File: src/rtl/cache_pkg.sv
// Shared types and block geometry for the cache/memory arbiter.
// A block is 8 x 16-bit words; a byte address splits into base[15:4] / word[3:1] / byte[0].
package cache_pkg;

  localparam int BLOCK_WORDS  = 8;
  localparam int WORD_OFS_W   = 3;
  localparam int BLOCK_BASE_W = 12;
  localparam int CNT_W        = 4;

  typedef enum logic {
    IDLE = 1'b0,
    FILL = 1'b1
  } arb_state_t;

  typedef enum logic {
    OWN_I = 1'b0,
    OWN_D = 1'b1
  } owner_t;

endpackage

File: src/rtl/fill_counter.sv
// Block-word counter used for both read issue and data receive during a fill.
// Counts 0..BLOCK_WORDS; o_done holds once all words of the block are counted.
module fill_counter
  import cache_pkg::*;
(
  input  logic             clk,
  input  logic             rst_n,
  input  logic             i_clear,
  input  logic             i_inc,
  output logic [CNT_W-1:0] o_count,
  output logic             o_done
);

  logic [CNT_W-1:0] r_count;

  // NOTE: flops use non-blocking (<=) so every register samples pre-edge values.
  always_ff @(posedge clk or negedge rst_n) begin
    if (!rst_n) begin
      r_count <= '0;
    end else if (i_clear) begin
      r_count <= '0;
    end else if (i_inc) begin
      r_count <= r_count + 1'b1;
    end
  end

  assign o_count = r_count;
  assign o_done  = (r_count == CNT_W'(BLOCK_WORDS));

endmodule

File: src/rtl/cache_mem_arbiter.sv
// Serialises I/D block fills and D write-through stores onto one pipelined memory.
// Stores issue combinationally from IDLE; fills issue 8 back-to-back reads and stream words back.
module cache_mem_arbiter
  import cache_pkg::*;
(
  input  logic        clk,
  input  logic        rst_n,
  input  logic        icache_miss,
  input  logic [15:0] icache_miss_addr,
  input  logic        dcache_miss,
  input  logic [15:0] dcache_miss_addr,
  input  logic        dcache_wr_req,
  input  logic [15:0] dcache_wr_addr,
  input  logic [15:0] dcache_wr_data,
  output logic        dcache_wr_ack,
  output logic        mem_en,
  output logic        mem_wr,
  output logic [15:0] mem_addr,
  output logic [15:0] mem_wdata,
  input  logic [15:0] mem_rdata,
  input  logic        mem_data_valid,
  output logic [15:0] fill_data,
  output logic [2:0]  fill_word,
  output logic        icache_fill_we,
  output logic        dcache_fill_we,
  output logic        icache_tag_we,
  output logic        dcache_tag_we,
  output logic        busy
);

  arb_state_t              r_state;
  owner_t                  r_owner;
  logic [BLOCK_BASE_W-1:0] r_base;
  logic [15:0]             r_fill_data;
  logic [WORD_OFS_W-1:0]   r_fill_word;
  logic                    r_ifill_we, r_dfill_we, r_itag_we, r_dtag_we;

  logic [CNT_W-1:0] w_issue_cnt, w_recv_cnt;
  logic             w_issue_done, w_recv_done;
  logic             w_idle, w_fill, w_store, w_grant, w_issue, w_recv, w_last, w_cnt_clear;
  logic             w_unused;

  assign w_idle      = (r_state == IDLE);
  assign w_fill      = (r_state == FILL);
  // The store path is combinational, so gate it with rst_n to keep outputs quiet in reset.
  assign w_store     = w_idle && dcache_wr_req && rst_n;
  assign w_grant     = w_idle && !dcache_wr_req && (dcache_miss || icache_miss);
  assign w_issue     = w_fill && !w_issue_done;
  assign w_recv      = w_fill && mem_data_valid && !w_recv_done;
  assign w_last      = w_recv && (w_recv_cnt == CNT_W'(BLOCK_WORDS - 1));
  assign w_cnt_clear = w_grant || (w_fill && w_recv_done);

  fill_counter u_issue_cnt (
    .clk     (clk),
    .rst_n   (rst_n),
    .i_clear (w_cnt_clear),
    .i_inc   (w_issue),
    .o_count (w_issue_cnt),
    .o_done  (w_issue_done)
  );

  fill_counter u_recv_cnt (
    .clk     (clk),
    .rst_n   (rst_n),
    .i_clear (w_cnt_clear),
    .i_inc   (w_recv),
    .o_count (w_recv_cnt),
    .o_done  (w_recv_done)
  );

  always_comb begin
    // NOTE: defaults first so every path assigns every output and no latch is inferred.
    mem_en    = 1'b0;
    mem_wr    = 1'b0;
    mem_addr  = '0;
    mem_wdata = '0;
    if (w_store) begin
      mem_en    = 1'b1;
      mem_wr    = 1'b1;
      mem_addr  = dcache_wr_addr;
      mem_wdata = dcache_wr_data;
    end else if (w_issue) begin
      mem_en   = 1'b1;
      mem_addr = {r_base, w_issue_cnt[WORD_OFS_W-1:0], 1'b0};
    end
  end

  always_ff @(posedge clk or negedge rst_n) begin
    if (!rst_n) begin
      r_state <= IDLE;
      r_owner <= OWN_I;
      r_base  <= '0;
    end else if (w_grant) begin
      r_state <= FILL;
      r_owner <= dcache_miss ? OWN_D : OWN_I;
      r_base  <= dcache_miss ? dcache_miss_addr[15:4] : icache_miss_addr[15:4];
    end else if (w_fill && w_recv_done) begin
      r_state <= IDLE;
    end
  end

  // Fill strobes are registered one cycle behind mem_data_valid, alongside the data.
  always_ff @(posedge clk or negedge rst_n) begin
    if (!rst_n) begin
      r_fill_data <= '0;
      r_fill_word <= '0;
      r_ifill_we  <= 1'b0;
      r_dfill_we  <= 1'b0;
      r_itag_we   <= 1'b0;
      r_dtag_we   <= 1'b0;
    end else begin
      r_ifill_we <= w_recv && (r_owner == OWN_I);
      r_dfill_we <= w_recv && (r_owner == OWN_D);
      r_itag_we  <= w_last && (r_owner == OWN_I);
      r_dtag_we  <= w_last && (r_owner == OWN_D);
      if (w_recv) begin
        r_fill_data <= mem_rdata;
        r_fill_word <= w_recv_cnt[WORD_OFS_W-1:0];
      end
    end
  end

  assign dcache_wr_ack  = w_store;
  assign busy           = w_fill;
  assign fill_data      = r_fill_data;
  assign fill_word      = r_fill_word;
  assign icache_fill_we = r_ifill_we;
  assign dcache_fill_we = r_dfill_we;
  assign icache_tag_we  = r_itag_we;
  assign dcache_tag_we  = r_dtag_we;

  // Byte/word offset of miss addresses is irrelevant: fills always start at word 0.
  assign w_unused = ^{icache_miss_addr[3:0], dcache_miss_addr[3:0], w_issue_cnt[CNT_W-1]};

endmodule

File: config.mk
export PLATFORM = sky130hd
export DESIGN_NAME = cache_mem_arbiter
export DESIGN_NICKNAME = d
export VERILOG_FILES = /design/src/rtl/cache_pkg.sv /design/src/rtl/fill_counter.sv /design/src/rtl/cache_mem_arbiter.sv
export SDC_FILE = /design/constraint.sdc
export NUM_CORES = 1
export LEC_CHECK = 0
export BUFFER_PORTS_ARGS = -buffer_cell sky130_fd_sc_hd__buf_2
export CORE_MARGIN = 3
export CORE_UTILIZATION = 25
export DETAILED_ROUTE_END_ITERATION = 10
export GPL_TIMING_DRIVEN = 0
export PLACE_DENSITY = 0.52
export SLEW_MARGIN = 20
export SYNTH_ARGS = -nofsm -noshare
export SYNTH_HDL_FRONTEND = slang
export SYNTH_SLANG_ARGS = --single-unit
File: constraint.sdc
create_clock -name clk -period 2.23 [get_ports clk]
set_input_delay 0.3345 -clock clk [delete_from_list [all_inputs] [get_ports clk]]
set_output_delay 0.3345 -clock clk [all_outputs]
set_load 0.005 [all_outputs]
==> results of run 1 <==
==> flip-flops by register name (all words and copies together) (netlist names), 3 cells and up <==
register and flops:
fill_word 3, u_issue_cnt.o_count 4, r_base 12, u_recv_cnt.o_count 4
fill_data 16
==> layout make-up <==
class	instances	area (um2)
inverters	8	30.0
repair buffers	140	739
well taps	108	135
clock inverters	2	37.5
multi-input cells	160	1080
plain buffers	15	87.6
flip-flops and latches	45	1130
clock buffers	6	82.6
fillers	922	5520
==> routing by layer <==
metal	wire length (um)	global-route usage, %	vias to the layer above	part of all wire [%]
met5	0	0	-	0
met4	63	2.83	0	0.94
met2	3060	21.5	114	46
li1	-	-	1082	-
met1	2990	15.9	1019	44
met3	607	3.07	4	9.0
==> what timing repair did <==
action                     in CTS  in global routing
gates resized for setup         8                  2
pin swaps                       1                  1
setup endpoints to repair      35                 19
setup buffers                   1                  3
hold endpoints to repair       45                  0
hold buffers                    1                  0
==> power groups by stage <==
stage	sequential [W]	combinational [W]	clock, W
detailed placement	0.00141	0.00147	0
CTS	0.00140	0.00150	0.000685
global route	0.00147	0.00171	0.000713
global placement	0.00140	0.00144	0
floorplan	0.00139	0.000828	0
finish	0.00140	0.00150	0.000659
==> path summary, 6_finish.rpt <==
check                                                   from                   endpoint  slack (ns)  cells after the start
max in group asynchronous                              rst_n           busy$_DFFE_PN0P_        2.00                      2
hold / removal                                         rst_n  fill_data[13]$_DFFE_PN0N_       0.006                      2
min in group clk                                mem_rdata[6]   fill_data[6]$_DFFE_PN0N_        0.26                      2
hold reg to reg                    fill_data[10]$_DFFE_PN0N_  fill_data[10]$_DFFE_PN0N_        0.50                      1
setup / recovery                            busy$_DFFE_PN0P_                mem_addr[9]        0.13                      6
setup reg to reg           u_recv_cnt.o_count[0]$_DFFE_PN0P_   fill_data[9]$_DFFE_PN0N_        0.40                      6
==> synthesized netlist by cell type <==
master / n
o21ai_1: 10
a21oi_2: 1
o21ai_0: 17
nor4b_1: 2
clkbuf_1: 6
nor2_1: 4
ha_1: 4
mux2_2: 18
o31ai_1: 3
dfrtp_1: 45
nand3_1: 2
nand2_1: 28
or2_4: 1
mux2i_1: 12
buf_2: 7
o22ai_1: 1
nand3b_1: 3
mux2_4: 1
buf_4: 1
nor2b_1: 1
inv_1: 7
a211oi_1: 1
a21oi_1: 15
a32o_1: 3
a22o_1: 2
inv_2: 1
buf_6: 1
and2_1: 19
a2111oi_0: 1
or3_1: 1
nand4_1: 2
or2_1: 1
and3_1: 3
and3b_1: 1
nand2b_1: 1
o21a_1: 2
==> stage by stage <==
stage | TNS, ns | cells
after floorplan | 0 | 228
after global placement | -14.12 | 471
after detailed placement | -15.10 | 471
after CTS | 0 | 481
after global routing | -0.0386 | 484
final | 0 | 484
==> layout by cell type (no fill, tap or decap), types with 2 or more instances in the layout <==
cell type | Yosys | final
a21oi_1 | 15 | 15
a22o_1 | 2 | 2
a32o_1 | 3 | 3
and2_1 | 19 | 19
and3_1 | 3 | 3
buf_2 | 7 | 139
buf_4 | 1 | 6
buf_6 | 1 | 3
clkbuf_1 | 6 | 3
clkbuf_2 | 0 | 2
clkbuf_8 | 0 | 6
dfrtp_1 | 45 | 44
ha_1 | 4 | 4
inv_1 | 7 | 7
mux2_2 | 18 | 18
mux2i_1 | 12 | 12
nand2_1 | 28 | 28
nand3_1 | 2 | 2
nand3b_1 | 3 | 3
nand4_1 | 2 | 2
nor2_1 | 4 | 4
nor4b_1 | 2 | 2
o21a_1 | 2 | 2
o21ai_0 | 17 | 17
o21ai_1 | 10 | 10
o31ai_1 | 3 | 3
==> cells by family after synthesis <==
group | count (synthesis)
fa+ha+maj | 4
flops | 45
buf+inv | 23
mux | 31
compound gates | 56
simple gates | 69
==> summary.md, run 1 <==
| Metric | Value |
|---|---|
| Status | complete, no violations |
| Largest family of logic cells by synthesized area | simple AND/OR/NAND/NOR gates |
| First-pass GRT wire length | 10.4 mm |
| Std cell rows | 34 |
| Initial core utilization | 26.1% |
| Max incr delay on CP | 0.48 ns |
| Max-Cap Viols | 0 |
| Leak | 1.73 nW |
| Synth Warn # | 0 |
| Initial antenna violation count | 0 |
| Number of port buffers | 135 |
| Area Growth Syn to Fin | 43.9% |
| Fin nets | 465 |
| Crit Path Max Fanout | 10 |
| Slew Viols, Final | 0 |
| Power per cell area | 1070 mW/mm2 |
| Maximum vdd drop | 0.512 mV |
| Synth Area in Adders | 2.17% |
| Measured slew at the worst slew-check pin | 0.391 ns |
| Layout cells sized above 1 | 48.4% |
| GRT Util Overall | 12.5% |
| Simple-gate share of the synthesized area | 15.7% |
| Tightest Hold Check Type | input pin to asynchronous set/reset pin |
| Cells after synthesis | 228 |
| Post-Syn Area per Cell | 10.1 um2 |
| Worst path slowest cell | dfrtp_2 |
| Vias | 2219 |
| Longest Clk Path Bufs | 2 |
| Post-synthesis compound-gate area fraction | 14.1% |
| DP Worst Slack | -0.546 ns |
| Core area | 0.00885 mm2 |
| Worst clock skew | 0.00566 ns |
| Critical Path Start Type | register |
| 1st-iter DRT viols | 64 |
| Yosys reg bits | 45 |
| Min Hold Slack | 0.00558 ns |
| GRT overflow | 0 |
| Final setup fails | 0 |
| Final Hold Fails | 0 |
| DR WL/cell | 13.9 um |
| Final setup margin | 0.126 ns |
| Vias in the first global route | 2137 |
| Hpwl dp | 5.00 mm |
| Type of the worst setup path | register to primary output |
| Sequential Power Share | 39.4% |
| Top post-synthesis cells by area | dfrtp_1 (49%), mux2_2 (8.8%), mux2i_1 (5.2%) |
| H-tree levels | 2 |
| Top cell type by total area after synthesis | dfrtp_1 |
| Placed cell areas | 0.00312 mm2 |
| Drt drc | 0 |
| Final std cell area, no fill | 0.00332 mm2 |
| Clk Latency, worst-skew pair | 0.30 ns |
| Clock group share of total power | 18.5% |
| RSZ-0062 raised after global routing | true |
| Root Buffer | clkbuf_8 |
| Pwr Total | 0.00356 W |
| Crit path DAT | 1.77 ns |
| N_diodes | 0 |
| Via-to-Cell Ratio | 4.58 |
| CTS sink cnt | 45 |
| Comb pwr share | 42.1% |
| CTS tree | done |
| Syn Nets | 318 |
| Antenna viol nets, final | 0 |
| XOR/XNOR Fraction of Synth Area | 0% |
| Crit path max-delay family | buffers and inverters |
| Max Clock Freq | 0.475 GHz |
| GPL Wtd Cong | 0.747 |
| Top Ports | 145 |
| Yosys cell types | 36 |
| CTS Buf Count | 5 |
| Seq/Total Area, Yosys | 48.8% |
| Die extent in x | 102 um |
| Relative slew margins | 73.3% |
| CP required | 1.90 ns |
| Net switching power | 0.00122 W |
| Die Y | 102 um |
| Endpoint type of the worst setup path | primary output |
| Min Tclk post-route | 2.10 ns |
| Final period utilization | 94.4% |
| WP buf/inv | 3 |
| Total wire length | 6.72 mm |
| Fin util | 37.6% |
| Largest net degree at the start of global routing | 46 |
| Internal power | 0.00233 W |
| Mux cell area share after synthesis | 14.6% |
| Critical path cell sequence | nand3b_1, inv_2, buf_4, nand2_1, a21oi_1, buf_2 |
| Post-synthesis instance area | 0.00231 mm2 |
| First-pass DRT Iterations | 4 |
| Post-synth top area share | 48.8% |
| Register clock-pin slew on the reported worst setup and hold paths | 0.09 ns |
| DIE AREA | 0.0104 mm2 |
| Sw Ratio | 34.3% |
Note: power is estimated with default switching activity, not from simulation.
==> run 2, diff against run 1 <==
--- a/config.mk
+++ b/config.mk
@@ -5,12 +5,13 @@
 export SDC_FILE = /design/constraint.sdc
 export NUM_CORES = 1
 export LEC_CHECK = 0
+export ABC_AREA = 1
 export BUFFER_PORTS_ARGS = -buffer_cell sky130_fd_sc_hd__buf_2
 export CORE_MARGIN = 3
 export CORE_UTILIZATION = 25
 export DETAILED_ROUTE_END_ITERATION = 10
 export GPL_TIMING_DRIVEN = 0
-export PLACE_DENSITY = 0.52
+export PLACE_DENSITY = 0.51
 export SLEW_MARGIN = 20
 export SYNTH_ARGS = -nofsm -noshare
 export SYNTH_HDL_FRONTEND = slang
==> run 2 against run 1 <==
Cell area increased by 0.15%. Synthesized cell count grew 38%. Register-to-register slack better by 0.33 ns. Critical path depth up 1. Largest cell class unchanged. Final cell count rose by 21%. Combinational power increased by 7%. Total power is 3.2% higher. Global-route usage rose by 0.41 points. Clock-buffer cell count increased by 1. Critical endpoint is now mem_addr[8]. Critical path type unchanged. Clock skew increased by 0.0041 ns.
==> summary.md, run 2 <==
| Metric | Value |
|---|---|
| Core area | 0.00898 mm2 (+1.4%) |
| Number of port buffers | 136 (+0.74%) |
| Cells after synthesis | 315 (+38%) |
| Max incr delay on CP | 0.39 ns (-0.09 ns) |
| Final std cell area, no fill | 0.00333 mm2 (+0.15%) |
| Worst clock skew | 0.00977 ns (+0.00411 ns) |
| Yosys reg bits | 45 (unchanged) |
| Vias | 2457 (+11%) |
| Seq/Total Area, Yosys | 47.5% (-1.2 points) |
| Largest net degree at the start of global routing | 47 (+2.2%) |
| Most frequent cells in the layout | buf_2 (143), nand2_1 (116), nor2_1 (55), dfrtp_1 (45), inv_1 (29) |
| Final Hold Fails | 0 (unchanged) |
| Max Clock Freq | 0.498 GHz (+4.7%) |
| Register clock-pin slew on the reported worst setup and hold paths | 0.09 ns (about the same) |
| Slew Viols, Final | 0 (unchanged) |
| Initial core utilization | 26.4% (+0.30 points) |
| Initial antenna violation count | 3 (+3) |
| Reg2reg end | u_recv_cnt.o_count[3]$_DFFE_PN0P_ |
| Hold Buf Count CTS | 0 (-1) |
| Post-synth EDFFs | 0 (unchanged) |
| Critical path cell sequence | inv_1, ha_1, nand3_1, buf_2, nand3_1, nand2_1, buf_2 |
| Total of fill cells in the finished design | 970 (+5.2%) |
| Die Y | 103 um (+1.2%) |
| Via-to-Cell Ratio | 4.19 (-8.5%) |
| Critical Path Start Type | register |
| Final setup fails | 0 (unchanged) |
| CTS tree | done |
| Layout cells sized above 1 | 36.8% (-12 points) |
| Top post-synthesis cells by area | dfrtp_1 (48%), nand2_1 (18%), nor2_1 (8.7%) |
| Syn Nets | 405 (+27%) |
| Endpoint type of the worst setup path | primary output |
| Status | complete, no violations |
| DR WL/cell | 12.1 um (-13%) |
| Std cell rows | 34 (unchanged) |
| Post-Syn Area per Cell | 7.52 um2 (-26%) |
| Top cell type by total area after synthesis | dfrtp_1 |
| Primary FF master, synth | dfrtp_1 |
| Vias in the first global route | 2249 (+5.2%) |
| Most common cell in the synthesized netlist | nand2_1 |
| Fin nets | 548 (+18%) |
| CP required | 1.90 ns (about the same) |
| Root Buffer | clkbuf_8 |
| Yosys cell types | 21 (-42%) |
| Type of the worst setup path | register to primary output |
| Post-synthesis instance area | 0.00237 mm2 (+2.6%) |
| Post-synth ARST share | 100% (unchanged) |
| Post-synth top area share | 47.5% (-1.2 points) |
| Leak | 2.01 nW (+16%) |
| Relative slew margins | 59.6% (-14 points) |
| Crit path DAT | 1.67 ns (-0.10 ns) |
| FF-to-FF setup slack | 0.73 ns (+0.33 ns) |
| Crit Path Max Fanout | 10 (unchanged) |
| CTS Buf Count | 5 (unchanged) |
| CTS sink cnt | 45 (unchanged) |
| Final setup margin | 0.221 ns (+0.0954 ns) |
| Top Ports | 145 (unchanged) |
| Power per cell area | 1100 mW/mm2 (+3.0%) |
| Reg2reg start | u_recv_cnt.o_count[0]$_DFFE_PN0P_ |
| Max FFs per register | 16 (unchanged) |
| Critical Path Start | u_issue_cnt.o_count[0]$_DFFE_PN0P_ |
| Longest Clk Path Bufs | 2 (unchanged) |
| Max-Cap Viols | 0 (unchanged) |
| 1st-iter DRT viols | 70 (+9.4%) |
| Measured slew at the worst slew-check pin | 0.607 ns (+0.216 ns) |
| DIE AREA | 0.0107 mm2 (+2.4%) |
| GPL Wtd Cong | 0.696 (-6.8%) |
| Die extent in x | 103 um (+1.2%) |
| DP Worst Slack | -0.162 ns (+0.384 ns) |
| Maximum vdd drop | 0.446 mV (-13%) |
| First-pass GRT wire length | 10.7 mm (+3.1%) |
| Antenna viol nets, final | 0 (unchanged) |
| Total wire length | 7.11 mm (+5.7%) |
| Drt drc | 0 (unchanged) |
| Min Tclk post-route | 2.01 ns (-0.0954 ns) |
| Pwr Total | 0.00367 W (+3.2%) |
| Area Growth Syn to Fin | 40.5% |
| Final period utilization | 90.1% (-4.3 points) |
| H-tree levels | 2 (unchanged) |
| Worst path slowest cell | dfrtp_1 |
| Tightest Hold Check Type | input pin to asynchronous set/reset pin |
| Reg2reg path depth | 7 (+1) |
| GRT Util Overall | 12.9% (+0.41 points) |
| Most common cell after layout, fill and taps aside | buf_2 |
| Clk Latency, worst-skew pair | 0.30 ns (about the same) |
| Post-synth top cells | nand2_1 (116), nor2_1 (55), dfrtp_1 (45) |
| First-pass DRT Iterations | 4 (unchanged) |
| GRT overflow | 0 (unchanged) |
| RSZ-0062 raised after global routing | false |
| Placed cell areas | 0.00321 mm2 (+2.8%) |
| Hpwl dp | 5.59 mm (+12%) |
| Synth Warn # | 0 (unchanged) |
==> run 2: changes by cell type after synthesis, sizes merged, moves of 12 or more <==
cell   change
nor2      +51
mux2i     -12
a21oi     -15
and2      -19
inv       +25
nand3     +21
o21ai     -22
mux2      -19
nand2     +89
==> run 2: timing repair <==
action | 4_1_cts | 5_1_grt
gates resized for setup | 1 | 0
buffers inserted | 0 | 0
endpoints found under the setup margin | 22 | 0
==> run 2: critical path, delay by kind of cell (launching register included) <==
kind	cells	cell delay (ns)
buffers and inverters	3	0.42
AND/OR/NAND/NOR	3	0.36
adder cells (fa/ha/maj)	1	0.21
flip-flops	1	0.39
==> run 2: cell families (layout without fill, tap and decap cells) <==
logic type / after synthesis / count (layout) / synth area share (%)
xor gates and xnor gates: 1 / 1 / 0.370
adders and majority gates: 4 / 4 / 2.11
buffers and inverters: 47 / 191 / 9.45
and+or+nand+nor: 199 / 199 / 34.2
AOI/OAI and AO/OA: 19 / 19 / 6.39
other: 0 / 1 / 0
DFF: 45 / 45 / 47.5
==> run 2: final cells by class <==
cell class / count / area [um2] / share of cell area, %
antenna: 1 / 2.50 / 0.0752
buffer: 14 / 100 / 3.01
clock buffer: 7 / 86.3 / 2.59
clock inverter: 1 / 30.0 / 0.902
inverter: 33 / 124 / 3.72
multi-input combinational: 223 / 1020 / 30.6
sequential: 45 / 1130 / 33.8
tap: 126 / 158 / 4.74
timing repair buffer: 136 / 683 / 20.5
==> run 2: worst max path at each step <==
| stage | endpoint | slack, ns | cells past startpoint |
|---|---|---|---|
| floorplan | mem_addr[10] | 0.79 | 6 |
| global placement | mem_addr[3] | -0.17 | 7 |
| detailed placement | mem_addr[3] | -0.16 | 7 |
| CTS | mem_addr[10] | 0.18 | 7 |
| global route | mem_addr[9] | 0.02 | 7 |
| finish | mem_addr[8] | 0.22 | 7 |
==> run 2: per-stage QoR <==
step | hold slack [ns] | util (%) | instances | TNS [ns]
finish | 0.0446 | 37.1 | 586 | 0
global route | 0.0754 | 37.1 | 585 | 0
CTS | 0.0554 | 37.1 | 585 | 0
detailed placement | 0.461 | 35.7 | 577 | -1.83
global placement | 0.459 | 35.7 | 577 | -1.85
floorplan | 0.0389 | - | 315 | 0
==> run 2: where the power goes <==
group	switching (W)	leakage (nW)	internal, W
clock network	0.000281	0.0585	0.000366
registers	0.000244	0.565	0.00117
logic	0.000889	1.39	0.000713
total	0.00141	2.01	0.00225
==> run 2: per-layer routing <==
layer	GRT usage, %	share of wire [%]
met4	2.69	0.90
met2	20.0	41
met5	0	0.56
met1	16.8	45
met3	5.84	12
